--- config.mk ---
export PLATFORM = sky130hd
export DESIGN_NAME = verisc_controller
export DESIGN_NICKNAME = d
export VERILOG_FILES = /design/src/rtl/verisc_controller.sv
export SDC_FILE = /design/constraint.sdc
export NUM_CORES = 1
export LEC_CHECK = 0
export ABC_AREA = 0
export ABC_CLOCK_PERIOD_IN_PS = 1800
export CAP_MARGIN = 40
export CORE_UTILIZATION = 42
export CTS_CLUSTER_SIZE = 14
export DETAILED_ROUTE_END_ITERATION = 8
export GPL_ROUTABILITY_DRIVEN = 0
export PLACE_DENSITY = 0.75
export SLEW_MARGIN = 20
export SYNTH_ARGS = -nofsm -noshare
export SYNTH_HDL_FRONTEND = slang
export SYNTH_SLANG_ARGS = --single-unit
--- constraint.sdc ---
create_clock -name clk -period 1.8 [get_ports clk]
set_input_delay 0.18 -clock clk [delete_from_list [all_inputs] [get_ports clk]]
set_output_delay 0.18 -clock clk [all_outputs]
set_load 0.1 [all_outputs]
--- src/rtl/verisc_controller.sv ---
// VeriSC eight-phase sequencing controller: decodes phase, opcode and
// the accumulator-zero flag into datapath strobes, and counts retired instructions.
module verisc_controller #(
    parameter int CNT_WIDTH = 16
) (
    input  logic                 clk,
    input  logic                 rst,
    input  logic [2:0]           opcode,
    input  logic                 zero,
    output logic                 sel,
    output logic                 rd,
    output logic                 ld_ir,
    output logic                 inc_pc,
    output logic                 ld_pc,
    output logic                 ld_ac,
    output logic                 wr,
    output logic                 data_e,
    output logic                 halt,
    output logic [2:0]           phase,
    output logic [CNT_WIDTH-1:0] instr_count
);

    typedef enum logic [2:0] {
        INST_ADDR  = 3'd0,
        INST_FETCH = 3'd1,
        INST_LOAD  = 3'd2,
        IDLE       = 3'd3,
        OP_ADDR    = 3'd4,
        OP_FETCH   = 3'd5,
        ALU_OP     = 3'd6,
        STORE      = 3'd7
    } phase_e;

    typedef enum logic [2:0] {
        OP_HLT = 3'b000,
        OP_SKZ = 3'b001,
        OP_ADD = 3'b010,
        OP_AND = 3'b011,
        OP_XOR = 3'b100,
        OP_LDA = 3'b101,
        OP_STO = 3'b110,
        OP_JMP = 3'b111
    } opcode_e;

    phase_e               phase_q, phase_d;
    logic                 halted_q, halted_d;
    logic [CNT_WIDTH-1:0] cnt_q, cnt_d;

    logic is_hlt, is_skz, is_sto, is_jmp, aluop;

    always_comb begin
        is_hlt = (opcode == OP_HLT);
        is_skz = (opcode == OP_SKZ);
        is_sto = (opcode == OP_STO);
        is_jmp = (opcode == OP_JMP);
        aluop  = (opcode == OP_ADD) || (opcode == OP_AND) ||
                 (opcode == OP_XOR) || (opcode == OP_LDA);
    end

    always_ff @(posedge clk) begin
        if (rst) begin
            phase_q  <= INST_ADDR;
            halted_q <= 1'b0;
            cnt_q    <= '0;
        end else begin
            phase_q  <= phase_d;
            halted_q <= halted_d;
            cnt_q    <= cnt_d;
        end
    end

    // HLT freezes the sequencer in OP_ADDR; only reset releases it.
    always_comb begin
        phase_d  = phase_q;
        halted_d = halted_q;
        cnt_d    = cnt_q;
        if (!halted_q) begin
            if (phase_q == OP_ADDR && is_hlt) begin
                halted_d = 1'b1;
            end else begin
                phase_d = phase_e'(phase_q + 3'd1);
                if (phase_q == STORE) begin
                    cnt_d = cnt_q + CNT_WIDTH'(1);
                end
            end
        end
    end

    always_comb begin
        sel    = 1'b0;
        rd     = 1'b0;
        ld_ir  = 1'b0;
        inc_pc = 1'b0;
        ld_pc  = 1'b0;
        ld_ac  = 1'b0;
        wr     = 1'b0;
        data_e = 1'b0;
        halt   = halted_q;
        if (!halted_q) begin
            unique case (phase_q)
                INST_ADDR: begin
                    sel = 1'b1;
                end
                INST_FETCH: begin
                    sel = 1'b1;
                    rd  = 1'b1;
                end
                INST_LOAD, IDLE: begin
                    sel   = 1'b1;
                    rd    = 1'b1;
                    ld_ir = 1'b1;
                end
                OP_ADDR: begin
                    inc_pc = 1'b1;
                    halt   = is_hlt;
                end
                OP_FETCH: begin
                    rd = aluop;
                end
                ALU_OP: begin
                    rd     = aluop;
                    inc_pc = is_skz && zero;
                    ld_pc  = is_jmp;
                    data_e = is_sto;
                end
                STORE: begin
                    rd     = aluop;
                    ld_ac  = aluop;
                    ld_pc  = is_jmp;
                    wr     = is_sto;
                    data_e = is_sto;
                end
            endcase
        end
    end

    assign phase       = phase_q;
    assign instr_count = cnt_q;

endmodule

# ---- Yosys cells after proc, flatten, opt, wreduce, memory -nomap -nowiden
# Index checks and enable logic that the tools add are counted.
dict set report totals {
  regBits 20
  out_inout_bits 28
}
dict set report classes {
  add_sub_neg 2
  eq_ne 14
  muxes 20
  bitwise_logic 2
  reduce_logical 14
}
# cell n
set ops {}
lappend ops {{3-bit equality test, second input constant} 8}
lappend ops {{1-bit two-way mux} 18}
lappend ops {{16-bit by 1-bit adder with 16-bit output, second input constant} 1}
lappend ops {{3-bit by 2-bit equality test with 1-bit output, second input constant} 4}
lappend ops {{3-bit by 1-bit equality test with 1-bit output, second input constant} 2}
lappend ops {{3-bit zero test} 2}
lappend ops {{3-bit OR reduction} 2}
lappend ops {{1-bit one-hot mux with 2 select lines} 2}
lappend ops {{2-bit OR reduction} 2}
lappend ops {{4-bit OR reduction} 1}
lappend ops {{3-bit by 1-bit adder with 3-bit output, second input constant} 1}
lappend ops {{1-bit logical OR} 3}
lappend ops {{3-bit AND reduction} 1}
lappend ops {{1-bit logical AND} 2}
lappend ops {{1-bit NOT} 2}
lappend ops {{2-bit AND reduction} 1}

# ---- Depth between registers and ports, before layout
# Gate-level depths: netlist of run 1.
dict set report depth {
  depth_word 6
  depth_mapped 7
}

# ---- Worst setup path after synthesis of run 1
# OpenSTA, ideal clock, no wires.
dict set report synth_timing {
  kind {reg-to-output}
  startpoint {reg phase_q[2], in the netlist phase[2]}
  endpoint {out data_e}
  arrival_time_ns 4.315
  slack_ns -2.695
  stages_incl_launch_ff 4
  n_path_buf 1
  cell_sequence {dfxtp_1 > buf_2 > inv_1 > nor4_1}
}
dict set report synth_via {
  elab_chain_cells 4
}
# element line
set synth_rtl {}
lappend synth_rtl {{start, declared} 45} ;# phase_e phase_q, phase_d;
lappend synth_rtl {{start signal, assigned} 66} ;# phase_q <= phase_d;
lappend synth_rtl {{3-bit equality test} 100} ;# unique case (phase_q)
lappend synth_rtl {{2-bit OR reduction (no source line) *} --}
lappend synth_rtl {{1-bit two-way mux *} 100}
lappend synth_rtl {{1-bit two-way mux *} 99} ;# if (!halted_q) begin
lappend synth_rtl {{end, declared} 17} ;# output logic data_e,
# Mark *: on every way between the ends. The rest lies on a longest branch, timed or not.

# ---- Final worst setup path of run 1
dict set report layout_timing {
  startpoint {reg phase_q[1], in the netlist phase[1]}
  endpoint {reg cnt_q[15], in the netlist instr_count[15]}
}
dict set report layout_via {
  elab_chain_cells 4
}
# element line
set layout_rtl {}
lappend layout_rtl {{3-bit equality test} 78} ;# if (phase_q == OP_ADDR && is_hlt) begin
lappend layout_rtl {{1-bit logical AND} 78}
lappend layout_rtl {{1-bit NOT (no source line)} --}
lappend layout_rtl {{3-bit AND reduction (no source line) *} --}
lappend layout_rtl {{end signal, assigned} 68} ;# cnt_q <= cnt_d;
lappend layout_rtl {{end, declared} 47} ;# logic [CNT_WIDTH-1:0] cnt_q, cnt_d;
# Marked as above.
# A chain may end at the register's enable or synchronous reset.

==> key figures, run 1 <==
Run status
  • Outcome: complete, but fails checks
  • Failing checks: negative setup slack

Floorplanning
  • Initial Utilization: 0.454
  • Die Y: 54.2 µm
  • Core box area: 0.00252 mm²
  • Die area: 0.00294 mm²
  • DIE WIDTH: 54.2 µm
  • IO Pins: 34
  • Core Rows: 18

Placement
  • Port Buffers: 33
  • Placed cell areas: 0.00188 mm²
  • Pre-CTS setup slack: -0.137 ns
  • Placed insts: 211
  • DP HPWL: 2.45 mm

Final layout
  • Filler instances: 158
  • Non-Filler Instances: 223
  • Share of layout cells above drive strength 1: 0.528
  • Cell area after layout: 0.00202 mm²
  • Util after Layout: 0.802
  • P&R area growth vs syn: 76.5%
  • # nets final: 206
  • Diodes inserted: 0

Power and ir drop
  • Final Power: 1.08 mW
  • Peak supply drop: 531 µV
  • Pleak: 0.729 nW
  • Power per cell area: 533 mW/mm²

Worst setup path
  • CP max FO: 10
  • Crit Path Class: reg2reg
  • CP Launch Type: register
  • Crit path capture type: register
  • Critical path arrival: 2.02 ns
  • FF-to-FF path depth: 7
  • Required @ worst endpoint: 2.00 ns

Clock tree
  • H-tree levels: 1
  • Num CTS Buffers: 3
  • CTS max path bufs: 2
  • Clock latency on the worst-skew pair: 0.30 ns
  • CTS root buf: clkbuf_4
  • Hold-fix buffers at CTS: 0
  • CTS tree: yes
  • CTS sink count: 20
  • Clock slew at reported path FFs: 0.11 ns

STA
  • RSZ-0062 raised after global routing: yes
  • Final worst setup slack: -0.0220 ns
  • Worst slew margin relative to its limit: 0.669
  • Worst Skew: 0.00431 ns
  • Setup violations, final: 5
  • Worst Tran Pin Value: 0.490 ns
  • Final Hold Vio Count: 0
  • Final min period: 1.82 ns
  • Slew Limit Fails: 0
  • Final period util: 1.01
  • Highest clock rate: 0.549 GHz

Global route
  • GRT Residual Overflow: 0
  • Vias in the first global route: 1114
  • First-pass GRT wire length: 4.95 mm
  • Antenna violations before repair: 0
  • Overall Global Routing Usage: 0.238
  • Largest net degree at the start of global routing: 13

Yosys
  • Asr flop ratio synth: 0
  • Area leader, netlist: dfxtp_1
  • Share of the synthesized area in the top cell type: 0.349
  • Yosys reg bits: 20
  • Synth Net Count: 145
  • Number of synthesized flops with an enable pin: 0
  • Cells after Synth: 133
  • Synth cell types: 39
  • Synth warn: 0
  • Post-synthesis sequential area ratio: 0.349
  • Main synth FF type: dfxtp_1
  • Syn_area_per_cell: 8.62 µm²
  • Mapped Area: 0.00115 mm²
  • Top area cells in the synthesized netlist: dfxtp_1, ha_1, a21oi_1

Routing
  • Via/cell ratio: 5.59
  • DRT iter0 DRCs: 25
  • Total number of vias: 1246
  • Initial DRT Pass Iterations: 5
  • Final ANT Viol Nets: 0
  • DRC: 0
  • Drt total wl: 3.37 mm
  • Drt wl/cell: 15.1 µm
  • Top layer in use: met4
  • M1 wire length: 1.46 mm
  • Metal2 WL: 1.78 mm
  • Met3 WL: 123 µm

Worst hold path
  • Hold crit path type: reg2reg
  • Hold Path Depth: 2

Flow run
  • Max Cap Viol: 0
## registers in the layout, summed over array words and instances (netlist names)
register and flops:
instr_count 16, phase 3, halted_q 1
## logic make-up after synthesis
family,after synthesis,synth area share
AO/OA/AOI/OAI,30,0.174
XOR/XNOR,7,0.0535
adder cells (fa/ha/maj),6,0.0655
buffers and inverters,12,0.0491
flip-flops,20,0.349
multiplexers,2,0.0262
AND/OR/NAND/NOR,56,0.283
## cells in the mapped netlist (3+ instances only)
master / n
o31ai_1: 4
buf_2: 3
nor2_1: 14
o21ai_1: 3
inv_1: 6
a21oi_1: 12
nand3_1: 4
or4_1: 4
dfxtp_1: 20
nor4_1: 3
or3_1: 3
nand4_1: 3
nor3_1: 3
nand2_1: 8
xnor2_1: 6
ha_1: 6
## worst paths after layout
path                                      from              end  slack (ns)
worst max-delay path                  phase[1]  instr_count[15]       -0.02
worst min-delay path            instr_count[5]   instr_count[5]        0.50
worst max register to register        phase[1]  instr_count[15]       -0.02
worst min register to register  instr_count[5]   instr_count[5]        0.50
## stage by stage
stage          TNS [ns]  hold slack, ns
2_1_floorplan     -2.69           0.411
3_3_place_gp     -0.996           0.467
3_5_place_dp      -1.64           0.486
4_1_cts         -0.0599           0.503
5_1_grt          -0.596           0.528
6_report        -0.0653           0.502
## power by group
group / switching (mW) / total (mW) / internal [mW]
Sequential: 0.0168 / 0.463 / 0.446
Clock: 0.134 / 0.215 / 0.0809
Combinational: 0.253 / 0.400 / 0.147
## cell type report
type | count | area [µm²] | share of cell area
Inverter | 6 | 36.3 | 0.0179
Sequential cell | 20 | 434 | 0.215
Clock inverter | 1 | 3.75 | 0.00186
Multi-Input combinational cell | 101 | 883 | 0.437
Tap cell | 30 | 37.5 | 0.0186
Clock buffer | 3 | 22.5 | 0.0111
Timing Repair Buffer | 62 | 606 | 0.299
## layer usage
| metal | track usage | vias up |
|---|---|---|
| met5 | 0 | - |
| met4 | 0.0427 | 0 |
| met3 | 0.0611 | 2 |
| met2 | 0.423 | 33 |
| met1 | 0.289 | 599 |
| li1 | - | 612 |
## placed cells by master (no fill, tap or decap), types with 3 or more instances in the layout
cell type | netlist | layout
a21oi_1 | 12 | 10
buf_12 | 0 | 9
buf_4 | 0 | 45
clkbuf_4 | 0 | 3
clkdlybuf4s50_1 | 0 | 5
dfxtp_1 | 20 | 5
dfxtp_2 | 0 | 9
dfxtp_4 | 0 | 6
ha_4 | 0 | 4
inv_1 | 6 | 3
nand2_1 | 8 | 8
nand3_1 | 4 | 4
nand4_1 | 3 | 3
nor2_1 | 14 | 12
nor2_4 | 1 | 3
nor4_4 | 0 | 3
o21ai_1 | 3 | 3
o31ai_1 | 4 | 3
or3_1 | 3 | 3
or4_1 | 4 | 3
xnor2_1 | 6 | 6
## critical path, stage by stage (launching register included)
cell     delay [ns]
dfxtp_4        0.41
ha_4           0.15
ha_4           0.14
and2b_1        0.15
nand4_1        0.12
buf_6          0.17
nor4_4         0.27
mux2_4         0.32
## what timing repair did
action	4_1_cts	5_1_grt
pin swaps	3	8
buffers inserted	4	4
resized for setup	6	7
endpoints found under the setup margin	15	21
(Power assumes the default switching activity.)
==> inputs of run 2 (changes only) <==
--- a/config.mk
+++ b/config.mk
@@ -8,11 +8,11 @@
 export ABC_AREA = 0
 export ABC_CLOCK_PERIOD_IN_PS = 1800
 export CAP_MARGIN = 40
-export CORE_UTILIZATION = 42
+export CORE_UTILIZATION = 25
+export CTS_CLUSTER_DIAMETER = 150
 export CTS_CLUSTER_SIZE = 14
 export DETAILED_ROUTE_END_ITERATION = 8
 export GPL_ROUTABILITY_DRIVEN = 0
-export PLACE_DENSITY = 0.75
 export SLEW_MARGIN = 20
 export SYNTH_ARGS = -nofsm -noshare
 export SYNTH_HDL_FRONTEND = slang
==> key figures, run 2 (synthesis gave the netlist of run 1 again) <==
Run status
  • Outcome: complete, but fails checks (unchanged)
  • Failing checks: negative setup slack (unchanged)

Worst hold path
  • Hold crit path type: reg2reg (unchanged)
  • Hold Path Depth: 2 (unchanged)

Routing
  • Drt total wl: 3.51 mm (was 3.37 mm)
  • Final ANT Viol Nets: 0 (unchanged)
  • DRT iter0 DRCs: 26 (was 25)
  • DRC: 0 (unchanged)
  • Via/cell ratio: 4.97 (was 5.59)
  • Initial DRT Pass Iterations: 4 (was 5)
  • Drt wl/cell: 14.4 µm (was 15.1 µm)
  • Total number of vias: 1208 (was 1246)

Worst setup path
  • Crit Path Class: reg2reg (unchanged)
  • Crit path capture type: register (unchanged)
  • CP Launch Type: register (unchanged)
  • Max incr delay on CP: 0.48 ns (was 0.41 ns)
  • Crit-path slowest cell: or4b_4 (was dfxtp_4)
  • CP max FO: 4 (was 10)
  • Critical path arrival: 1.98 ns (was 2.02 ns)
  • Worst-path cell chain: buf_12 -> clkinv_8 -> ha_4 -> or4b_4 -> nor2_4 -> nor4_4 -> mux2_4 (was ha_4 -> ha_4 -> and2b_1 -> nand4_1 -> buf_6 -> nor4_4 -> mux2_4)
  • Required @ worst endpoint: 1.95 ns (was 2.00 ns)
  • FF-to-FF path depth: 7 (unchanged)

Clock tree
  • H-tree levels: 1 (unchanged)
  • Clock slew at reported path FFs: 0.07 ns (was 0.11 ns)
  • Clock latency on the worst-skew pair: 0.25 ns (was 0.30 ns)
  • CTS root buf: clkbuf_8 (was clkbuf_4)
  • Num CTS Buffers: 3 (unchanged)
  • CTS sink count: 20 (unchanged)
  • CTS tree: yes (unchanged)
  • CTS max path bufs: 2 (unchanged)

Global route
  • Antenna violations before repair: 0 (unchanged)
  • First-pass GRT wire length: 5.92 mm (was 4.95 mm)
  • Largest net degree at the start of global routing: 13 (unchanged)
  • Vias in the first global route: 1223 (was 1114)
  • GRT Residual Overflow: 0 (unchanged)
  • Overall Global Routing Usage: 0.151 (was 0.238)

STA
  • Final Hold Vio Count: 0 (unchanged)
  • Worst Tran Pin Value: 0.305 ns (was 0.490 ns)
  • Final min period: 1.83 ns (was 1.82 ns)
  • Final worst setup slack: -0.0316 ns (was -0.0220 ns)
  • Slew Limit Fails: 0 (unchanged)
  • Final period util: 1.02 (was 1.01)
  • Worst slew margin relative to its limit: 0.796 (was 0.669)
  • RSZ-0062 raised after global routing: yes (unchanged)
  • Setup violations, final: 8 (was 5)
  • Highest clock rate: 0.546 GHz (was 0.549 GHz)
  • Worst Skew: 0.00360 ns (was 0.00431 ns)

Power and ir drop
  • Final Power: 1.18 mW (was 1.08 mW)
  • Pleak: 0.751 nW (was 0.729 nW)
  • Power per cell area: 562 mW/mm² (was 533 mW/mm²)
  • Peak supply drop: 472 µV (was 531 µV)

Floorplanning
  • Die area: 0.00486 mm² (was 0.00294 mm²)
  • Initial Utilization: 0.261 (was 0.454)
  • Die Y: 69.7 µm (was 54.2 µm)
  • Core Rows: 24 (was 18)
  • DIE WIDTH: 69.7 µm (was 54.2 µm)
  • Core box area: 0.00438 mm² (was 0.00252 mm²)
  • IO Pins: 34 (unchanged)

Final layout
  • # nets final: 204 (was 206)
  • Commonest non-fill, non-tap cell in the layout: buf_4 (unchanged)
  • Share of layout cells above drive strength 1: 0.555 (was 0.528)
  • P&R area growth vs syn: 83.7% (was 76.5%)
  • Max FFs per register: 16 (unchanged)
  • Reg area: 430 µm² (was 434 µm²)
  • Diodes inserted: 0 (unchanged)
  • Most frequent cells in the layout: buf_4, nor2_1, buf_12 (was buf_4, nor2_1, a21oi_1)
  • Filler instances: 421 (was 158)
  • Area of the multi-input gates: 925 µm² (was 883 µm²)

Placement
  • DP HPWL: 2.68 mm (was 2.45 mm)
  • Port Buffers: 33 (unchanged)
  • Pre-CTS setup slack: -0.173 ns (was -0.137 ns)

Flow run
  • Max Cap Viol: 0 (unchanged)
==> run 2: critical path: cells and delay by family, from the launching register on <==
family,cells,cell delay (ns)
adders and majority gates,1,0.12
muxes,1,0.29
and+or+nand+nor,3,0.78
buffers and inverters,2,0.17
DFF,1,0.37
==> run 2: repair_timing <==
item / CTS / global route
hold endpoints to repair: 0 / 0
hold buffers: 0 / 0
cloned: 0 / 1
setup buffers: 1 / 2
pin swaps: 4 / 7
setup endpoints to repair: 11 / 21
gates resized for setup: 5 / 15
==> run 2: routing by layer <==
layer	routed length [µm]	vias to the layer above	global-route usage	part of all wire
met4	23	0	0.0467	0.0066
met3	154	2	0.0320	0.044
met5	0	-	0	0
met2	1710	29	0.250	0.49
met1	1620	567	0.197	0.46
li1	-	610	-	-
==> run 2: worst paths after layout <==
kind	startpoint	to	slack, ns
worst max-delay path	phase[1]	instr_count[15]	-0.03
worst min-delay path	instr_count[9]	instr_count[9]	0.49
worst max register to register	phase[1]	instr_count[15]	-0.03
worst min register to register	instr_count[9]	instr_count[9]	0.49
==> run 2: power by group <==
part	internal (mW)	total [mW]	switching [mW]
registers	0.447	0.463	0.0155
clock network	0.157	0.302	0.145
logic	0.160	0.419	0.259
total	0.765	1.18	0.419
==> run 2: cell type report <==
type	instances	share of cell area
repair buffers	60	0.286
well taps	52	0.0309
multi-input cells	101	0.439
inverters	6	0.0184
clock buffers	4	0.0214
flip-flops and latches	20	0.204
==> run 2: stage by stage <==
stage / util / TNS (ns) / instances / instance area, µm² / hold slack [ns]
after floorplan: - / -2.69 / 133 / 1360 / 0.411
after global placement: 0.444 / -1.26 / 236 / 1950 / 0.479
after detailed placement: 0.444 / -1.92 / 236 / 1950 / 0.480
after CTS: 0.460 / -0.381 / 241 / 2020 / 0.492
after global routing: 0.480 / -1.09 / 243 / 2110 / 0.522
final: 0.480 / -0.141 / 243 / 2110 / 0.491
